$ cat src/rtl/multi_alarm_core.sv
// Purpose: N independent BCD HH:MM alarms, each with its own ring/snooze FSM, snooze countdown and ring timeout.
// Latency: a match, button or load in cycle t is visible on the outputs in cycle t+1; alarm_time_out is registered.
// Backpressure: none; all inputs are pulses or levels and are accepted every cycle.
module multi_alarm_core #(
  parameter int N_ALARMS         = 4,
  parameter int SEL_W            = 2,
  parameter int SNOOZE_MIN       = 10,
  parameter int RING_TIMEOUT_MIN = 60
) (
  input  logic                clk,
  input  logic                reset,
  input  logic                one_minute,
  input  logic [15:0]         current_time,
  input  logic [15:0]         alarm_time_in,
  input  logic [SEL_W-1:0]    alarm_sel,
  input  logic                load_alarm,
  input  logic [N_ALARMS-1:0] alarm_enable,
  input  logic                do_snooze,
  input  logic                stop_alarm,
  input  logic [SEL_W-1:0]    show_sel,
  output logic [15:0]         alarm_time_out,
  output logic [N_ALARMS-1:0] ringing,
  output logic [N_ALARMS-1:0] snoozing,
  output logic                sound_alarm
);

  typedef enum logic [1:0] {
    ST_IDLE    = 2'd0,
    ST_RINGING = 2'd1,
    ST_SNOOZE  = 2'd2
  } state_t;

  localparam logic [7:0] SNOOZE_CNT  = 8'(SNOOZE_MIN);
  localparam logic [7:0] TIMEOUT_CNT = 8'(RING_TIMEOUT_MIN);

  state_t      state_q [N_ALARMS];
  state_t      state_d [N_ALARMS];
  logic [7:0]  cnt_q   [N_ALARMS];
  logic [7:0]  cnt_d   [N_ALARMS];
  logic [15:0] alarm_q [N_ALARMS];
  logic [15:0] alarm_d [N_ALARMS];
  logic [15:0] time_q, time_d;
  logic        primed_q, primed_d;
  logic [15:0] aout_q, aout_d;
  logic        tchg;

  // Time-change detect: only a fresh change after the first post-reset clock can trigger a match.
  always_comb begin
    time_d   = current_time;
    primed_d = 1'b1;
    tchg     = primed_q && (current_time != time_q);
  end

  // Per-channel register write and FSM next state, highest-priority condition first.
  always_comb begin
    for (int i = 0; i < N_ALARMS; i++) begin
      state_d[i] = state_q[i];
      cnt_d[i]   = cnt_q[i];
      alarm_d[i] = alarm_q[i];
      if (load_alarm && (alarm_sel == SEL_W'(i))) begin
        alarm_d[i] = alarm_time_in;
      end
      if (!alarm_enable[i]) begin
        state_d[i] = ST_IDLE;
        cnt_d[i]   = 8'd0;
      end else if (load_alarm && (alarm_sel == SEL_W'(i))) begin
        state_d[i] = ST_IDLE;
        cnt_d[i]   = 8'd0;
      end else if (stop_alarm) begin
        // Also blocks a match arriving in the same cycle.
        state_d[i] = ST_IDLE;
        cnt_d[i]   = 8'd0;
      end else begin
        case (state_q[i])
          ST_IDLE: begin
            if (tchg && (current_time == alarm_q[i])) begin
              state_d[i] = ST_RINGING;
              cnt_d[i]   = 8'd0;
            end
          end
          ST_RINGING: begin
            if (do_snooze) begin
              state_d[i] = ST_SNOOZE;
              cnt_d[i]   = SNOOZE_CNT;
            end else if (one_minute) begin
              cnt_d[i] = cnt_q[i] + 8'd1;
              if ((RING_TIMEOUT_MIN != 0) && ((cnt_q[i] + 8'd1) == TIMEOUT_CNT)) begin
                state_d[i] = ST_IDLE;
                cnt_d[i]   = 8'd0;
              end
            end
          end
          ST_SNOOZE: begin
            // do_snooze and matches are deliberately ignored while snoozing.
            if (one_minute) begin
              if ((cnt_q[i] - 8'd1) == 8'd0) begin
                state_d[i] = ST_RINGING;
                cnt_d[i]   = 8'd0;
              end else begin
                cnt_d[i] = cnt_q[i] - 8'd1;
              end
            end
          end
          default: begin
            state_d[i] = ST_IDLE;
            cnt_d[i]   = 8'd0;
          end
        endcase
      end
    end
  end

  // Readback mux uses the next register value so a load shows up one cycle later.
  always_comb begin
    aout_d = 16'h0000;
    for (int i = 0; i < N_ALARMS; i++) begin
      if (show_sel == SEL_W'(i)) begin
        aout_d = alarm_d[i];
      end
    end
  end

  // Per-channel status decode straight from the state registers.
  always_comb begin
    ringing  = '0;
    snoozing = '0;
    for (int i = 0; i < N_ALARMS; i++) begin
      ringing[i]  = (state_q[i] == ST_RINGING);
      snoozing[i] = (state_q[i] == ST_SNOOZE);
    end
  end

  assign sound_alarm    = |ringing;
  assign alarm_time_out = aout_q;

  // State registers; reset clears everything asynchronously.
  always_ff @(posedge clk or negedge reset) begin
    if (!reset) begin
      for (int i = 0; i < N_ALARMS; i++) begin
        state_q[i] <= ST_IDLE;
        cnt_q[i]   <= 8'd0;
        alarm_q[i] <= 16'h0000;
      end
      time_q   <= 16'h0000;
      primed_q <= 1'b0;
      aout_q   <= 16'h0000;
    end else begin
      for (int i = 0; i < N_ALARMS; i++) begin
        state_q[i] <= state_d[i];
        cnt_q[i]   <= cnt_d[i];
        alarm_q[i] <= alarm_d[i];
      end
      time_q   <= time_d;
      primed_q <= primed_d;
      aout_q   <= aout_d;
    end
  end

endmodule

$ cat config.mk
export PLATFORM = sky130hd
export DESIGN_NAME = multi_alarm_core
export DESIGN_NICKNAME = d
export VERILOG_FILES = /design/src/rtl/multi_alarm_core.sv
export SDC_FILE = /design/constraint.sdc
export NUM_CORES = 1
export LEC_CHECK = 0
export ABC_AREA = 1
export CAP_MARGIN = 20
export CORE_UTILIZATION = 54
export CTS_BUF_LIST = sky130_fd_sc_hd__clkbuf_16
export DETAILED_ROUTE_END_ITERATION = 6
export HOLD_SLACK_MARGIN = 0.08
export PLACE_DENSITY = 0.74
export REMOVE_ABC_BUFFERS = 1
export SYNTH_ARGS = -nofsm -noshare
export SYNTH_HDL_FRONTEND = slang
export SYNTH_SLANG_ARGS = --single-unit
$ cat constraint.sdc
create_clock -name clk -period 1.6 [get_ports clk]
set_input_delay 0.32 -clock clk [delete_from_list [all_inputs] [get_ports clk]]
set_output_delay 0.32 -clock clk [all_outputs]
set_load 0.02 [all_outputs]
After elaboration in Yosys (flattened, before gate mapping)
Cells that the tools add are included.
{"block": "totals", "inputBits": 46, "elab_cells": 182, "reg_bits": 137, "out_inout_bits": 25}
{"block": "classes", "muxes": 88, "add_sub_neg": 8, "eq_ne": 43, "reduce_logical": 28}
{"op": "8-bit two-way mux", "count": 36}
{"op": "16-bit two-way mux", "count": 8}
{"op": "8-bit one-hot mux with 3 select lines", "count": 4}
{"op": "2-bit two-way mux", "count": 36}
{"op": "16-bit equality test", "count": 4}
{"op": "8-bit by 1-bit adder with 8-bit output, second input constant", "count": 4}
{"op": "8-bit by 6-bit equality test with 1-bit output, second input constant", "count": 4}
{"op": "8-bit logical NOT", "count": 4}
{"op": "8-bit by 1-bit subtractor with 8-bit output, second input constant", "count": 4}
{"op": "6-bit by 4-bit inequality test with 1-bit output, second input constant", "count": 4}
{"op": "6-bit by 5-bit inequality test with 1-bit output, second input constant", "count": 4}
{"op": "2-bit one-hot mux with 3 select lines", "count": 4}
{"op": "5-bit by 3-bit inequality test with 1-bit output, second input constant", "count": 4}
{"op": "5-bit by 4-bit inequality test with 1-bit output, second input constant", "count": 4}
{"op": "5-bit inequality test, second input constant", "count": 4}
{"op": "5-bit AND reduction", "count": 4}
{"op": "2-bit equality test, second input constant", "count": 8}
{"op": "16-bit inequality test", "count": 1}
{"op": "2-bit by 1-bit equality test with 1-bit output, second input constant", "count": 6}
{"op": "2-bit logical NOT", "count": 6}
{"op": "3-bit AND reduction", "count": 4}
{"op": "1-bit logical AND", "count": 9}
{"op": "4-bit OR reduction", "count": 1}

Longest topological paths before layout
{"block": "depth", "depth_word": 9, "ltp_mapped": 15, "depth_no_buf": 15}

Least setup slack after synthesis
Ideal clock, no wire load.
{"block": "synth_timing", "path_kind": "reg2reg", "start": "reg state_q[7] (netlist name)", "end": "reg state_q[6] (netlist name)", "setup_slack_ns": -0.173, "path_stages_with_launch": 9, "synth_period_minus_slack_ns": 1.773, "arrival_ns": 1.651, "cell_sequence": "dfrtp_1 inv_1 ha_1 inv_1 nor2_1 o211ai_1 a21boi_2 nand3_1 nand2_1"}
{"block": "synth_via", "elab_chain_len": 5, "word_cells_on_any_way": 13, "cone_classes": "7 x eq/ne; 4 x mux; 2 x reduce/logical"}
{"element": "start, declared", "line_no": "36", "text": "state_t state_q [N_ALARMS];"}
{"element": "start signal, assigned by index", "line_no": "149", "text": "state_q[i] <= state_d[i];"}
{"element": "2-bit by 1-bit equality test with 1-bit output *"}
{"element": "net ringing[0]", "line_no": "22", "text": "output logic [N_ALARMS-1:0] ringing,"}
{"element": "2-bit one-hot mux with 3 select lines", "line_no": "74", "text": "case (state_q[i])"}
{"element": "2-bit two-way mux", "line_no": "69", "text": "end else if (stop_alarm) begin"}
{"element": "2-bit two-way mux", "line_no": "66", "text": "end else if (load_alarm && (alarm_sel == SEL_W'(i))) begin"}
{"element": "2-bit two-way mux", "line_no": "63", "text": "if (!alarm_enable[i]) begin"}
The timed path passes the listed nets; every way through them passes the cells marked *.
A chain may end at the register's enable or synchronous reset.

Worst setup path after layout
{"block": "layout_timing", "start": "reg cnt_q[25] (netlist name)", "end": "reg state_q[7] (netlist name)"}
{"block": "layout_via", "elab_chain_len": 4, "word_cells_on_any_way": 7, "cone_classes": "2 x add/sub; 3 x eq/ne; 2 x reduce/logical"}
{"element": "start, declared", "line_no": "38", "text": "logic [7:0] cnt_q [N_ALARMS];"}
{"element": "start signal, assigned by index", "line_no": "150", "text": "cnt_q[i] <= cnt_d[i];"}
{"element": "8-bit by 1-bit adder with 8-bit output or 8-bit by 1-bit subtractor with 8-bit output (tied branches)", "line_no": "87, 96"}
{"element": "8-bit by 6-bit equality test with 1-bit output or 8-bit logical NOT (tied branches)", "line_no": "87, 96"}
{"element": "6-bit by 4-bit inequality test with 1-bit output (no line) or 5-bit by 3-bit inequality test with 1-bit output (tied branches)"}
{"element": "5-bit AND reduction (no line) *"}
Every way passes the cells marked *; elsewhere a longest branch is shown, timed or not.

==> results.yml <==
timing:
  report.final.hold_viol_count: 0
  relSlewSlack_pct: 64.6
  fin_crit_ns: 1.94
  tightest_slew_ns: 0.530
  fin_crit_sh_pct: 121
  max_freq_mhz: 517
  slew_viol_final: 0
  skew_ns: 0.00798
  worst_slack_ns: -0.336
  setup_viol: 48
  rsz0062_at_grt: "true"
clock_network:
  clockRootBuffer: "clkbuf_16"
  clockBufferDepth: 2
  clkSinkCount: 137
  cts_tree: "done"
  numCtsBuffers: 17
  clkLatencyLatePin_ns: 0.43
  clk_pin_slew_ns: 0.06
  cts_max_level: 4
setup_path:
  cp.buffers_inverters: 2
  r2r_setup_slack_ns: -0.34
  cp.arrival_ns: 2.25
  cp_common_cell: "nand2_2"
  reg2reg_depth: 12
  timing.rr.end: "state_q[7]$_DFFE_PN0P_"
  r2r_start: "cnt_q[25]$_DFFE_PN0P_"
  path_cells: "buf_6 -> buf_12 -> nor2_4 -> nand2_2 -> nand2_2 -> nand2_2 -> nor3b_2 -> nand3_2 -> nand2_2 -> nand2_2 -> o21bai_1 -> nand2_1"
  slowest_delay_ns: 0.41
  critPathRequiredTime_ns: 1.92
  criticalPathCategory: "reg2reg"
  end_kind: "flop"
  startpoint_type: "flop"
  critical_path.top_delay_family: "simple AND/OR/NAND/NOR gates"
  crit_fanout: 3
  crit_path_top_delay_cell: "dfrtp_1"
job:
  drv_cap: 0
logic_synthesis:
  avgSynthCellArea_um2: 7.01
  async_flop_share_pct: 100
  yosysWarnings: 0
  seq_area_frac_synth_pct: 37.8
  synth_most_common_cell: "nand2_1"
  synth_top_cells_by_count: "nand2_1, inv_1, dfrtp_1, nor2_1, o21ai_0"
  yosysTopAreaCellShare_pct: 37.8
  ys_ff_latch: 137
  synthCells: 1293
  synth_area_leader_cell: "dfrtp_1"
  synth_flop_cell: "dfrtp_1"
  ys_types: 44
  synth-edff-count: 0
  netlist_area_um2: 9060
  yosys-top-cells-area: "dfrtp_1, nand2_1, inv_1"
power_and_ir_drop:
  vdd_drop_max_mv: 0.749
  p_total_mw: 11.0
  power.density_nw_per_um2: 825
  p_leak_nw: 6.58
detailed_routing:
  vias_per_cell: 5.54
  num_vias: 10100
  wl_um: 31200
  avgRoutedWirePerCell_um: 17.2
  drt_iter0_markers: 900
  drtPass1Iterations: 6
  ant_nets: 0
  drc: 0
grt:
  overflow: 0
  grt_pass1_wl_um: 45200
  grt_max_degree: 40
  grtUsageTotal_pct: 32.8
  first_global_vias: 9278
  antenna_found_initial: 1
cells_and_area:
  syn_to_final_growth_pct: 47.0
  layout-drive-gt1-share_pct: 33.6
  instances_no_fill: 1817
  fin_nets: 1657
outcome:
  violations: "setup timing"
  status: "finished, violations left"
floorplan:
  die_h_um: 132
  fp.dieW_um: 132
  core_area_um2: 16100
  dieArea_um2: 17300
  rows: 46
  ioPinCount: 71
  initial_core_util_pct: 56.2
placed_design:
  hpwlAfterDp_um: 19200
  portBuffers: 70
  place.gp.congestion: 0.907
  dp_cells: 1737
worst_hold_path:
  worstHoldStart: "current_time[6]"
  min_to: "time_q[6]$_DFF_PN0_"
  holdPathStages: 1
  min_path_type: "in2reg"
[per-layer routing]
layer / vias to the layer above / routed length, um / GRT usage (%)
li1: 4625 / - / -
met1: 4742 / 12000 / 40.5
met2: 561 / 15400 / 56.2
met3: 143 / 2560 / 5.67
met4: 0 / 1290 / 13.8
met5: - / 0 / 0
[power by group]
part	leakage [nW]	internal, mW	switching [mW]	total (mW)
Combinational	4.56	1.11	1.46	2.57
Clock	0.303	2.74	1.59	4.32
Sequential	1.72	3.84	0.269	4.11
Total	6.58	7.69	3.31	11.0
[placed cells by master (no fill, tap or decap), types with 6 or more instances in the layout]
cell type        instances
inv_1                  139
nand3_4                 13
ha_4                    13
nand3_2                 22
xnor2_2                  9
clkbuf_16               17
ha_1                     9
o21ai_2                 23
nand4_1                 24
clkdlybuf4s50_1         26
buf_4                  203
inv_2                   36
nand3_1                 43
dfrtp_2                  9
nor2_1                  62
xnor2_1                 38
o21ai_1                 27
nand2_4                  9
buf_6                   45
o21ai_0                 44
nor2_2                  26
nand2_1                446
dlygate4sd2_1           33
dfrtp_1                128
nand2_2                 46
o2111ai_1                6
nor2_4                  18
[cell type report]
type	count	area, um2
Timing Repair Buffer	313	2680
Inverter	179	684
Clock inverter	15	206
Fill cell	929	2790
Multi-Input combinational cell	939	5620
Antenna cell	1	2.50
Clock buffer	17	425
Sequential cell	137	3440
Tap cell	216	270
[cell families (layout without fill, tap and decap cells)]
logic type / after synthesis / after routing / synth area share, %
and+or+nand+nor: 727 / 727 / 34.5
buffers and inverters: 217 / 524 / 10.0
DFF: 137 / 137 / 37.8
AOI/OAI and AO/OA: 135 / 135 / 9.25
xor gates and xnor gates: 52 / 52 / 5.02
adders and majority gates: 24 / 24 / 3.31
other: 1 / 2 / 0.0414
[worst max-delay path by stage]
| stage | startpoint | to | slack (ns) | cells past startpoint |
|---|---|---|---|---|
| finish | cnt_q[25]$_DFFE_PN0P_ | state_q[7]$_DFFE_PN0P_ | -0.34 | 12 |
| detailed placement | current_time[13] | state_q[2]$_DFFE_PN0P_ | -0.76 | 14 |
| global placement | current_time[5] | state_q[2]$_DFFE_PN0P_ | -0.70 | 14 |
| CTS | cnt_q[1]$_DFFE_PN0P_ | state_q[1]$_DFFE_PN0P_ | -0.18 | 15 |
| floorplan | alarm_sel[0] | state_q[2]$_DFFE_PN0P_ | -0.20 | 10 |
| global route | cnt_q[1]$_DFFE_PN0P_ | state_q[1]$_DFFE_PN0P_ | -0.39 | 13 |
[stage by stage]
step | worst slack, ns | hold WS (ns) | util, % | area [um2] | setup TNS [ns]
floorplan | -0.197 | 0.0244 | - | 8820 | -4.37
global placement | -0.697 | 0.227 | 70.2 | 11300 | -44.34
detailed placement | -0.756 | 0.226 | 70.2 | 11300 | -47.89
CTS | -0.176 | 0.274 | 78.2 | 12600 | -2.77
global route | -0.393 | 0.275 | 82.7 | 13300 | -12.06
finish | -0.336 | 0.277 | 82.7 | 13300 | -7.67
[worst reg2reg max path: cells and delay by family (launching register included)]
| kind | cells | cell delay (ns) |
|---|---|---|
| and+or+nand+nor | 9 | 1.03 |
| DFF | 1 | 0.41 |
| buffers and inverters | 2 | 0.26 |
| AOI/OAI and AO/OA | 1 | 0.14 |
[flip-flops by register name, indices dropped and copies added (netlist names)]
| register | cells |
|---|---|
| alarm_q | 64 |
| cnt_q | 32 |
| alarm_time_out | 16 |
| time_q | 16 |
| state_q | 8 |
| primed_q | 1 |
[what timing repair did]
action / in CTS / in global routing
setup endpoints to repair: 83 / 58
gates cloned: 0 / 0
hold buffers: 1 / 0
buffers inserted: 28 / 25
hold endpoints to repair: 26 / 0
pin swaps: 78 / 105
resized for setup: 238 / 154
Power figures use the tool's default switching activity.
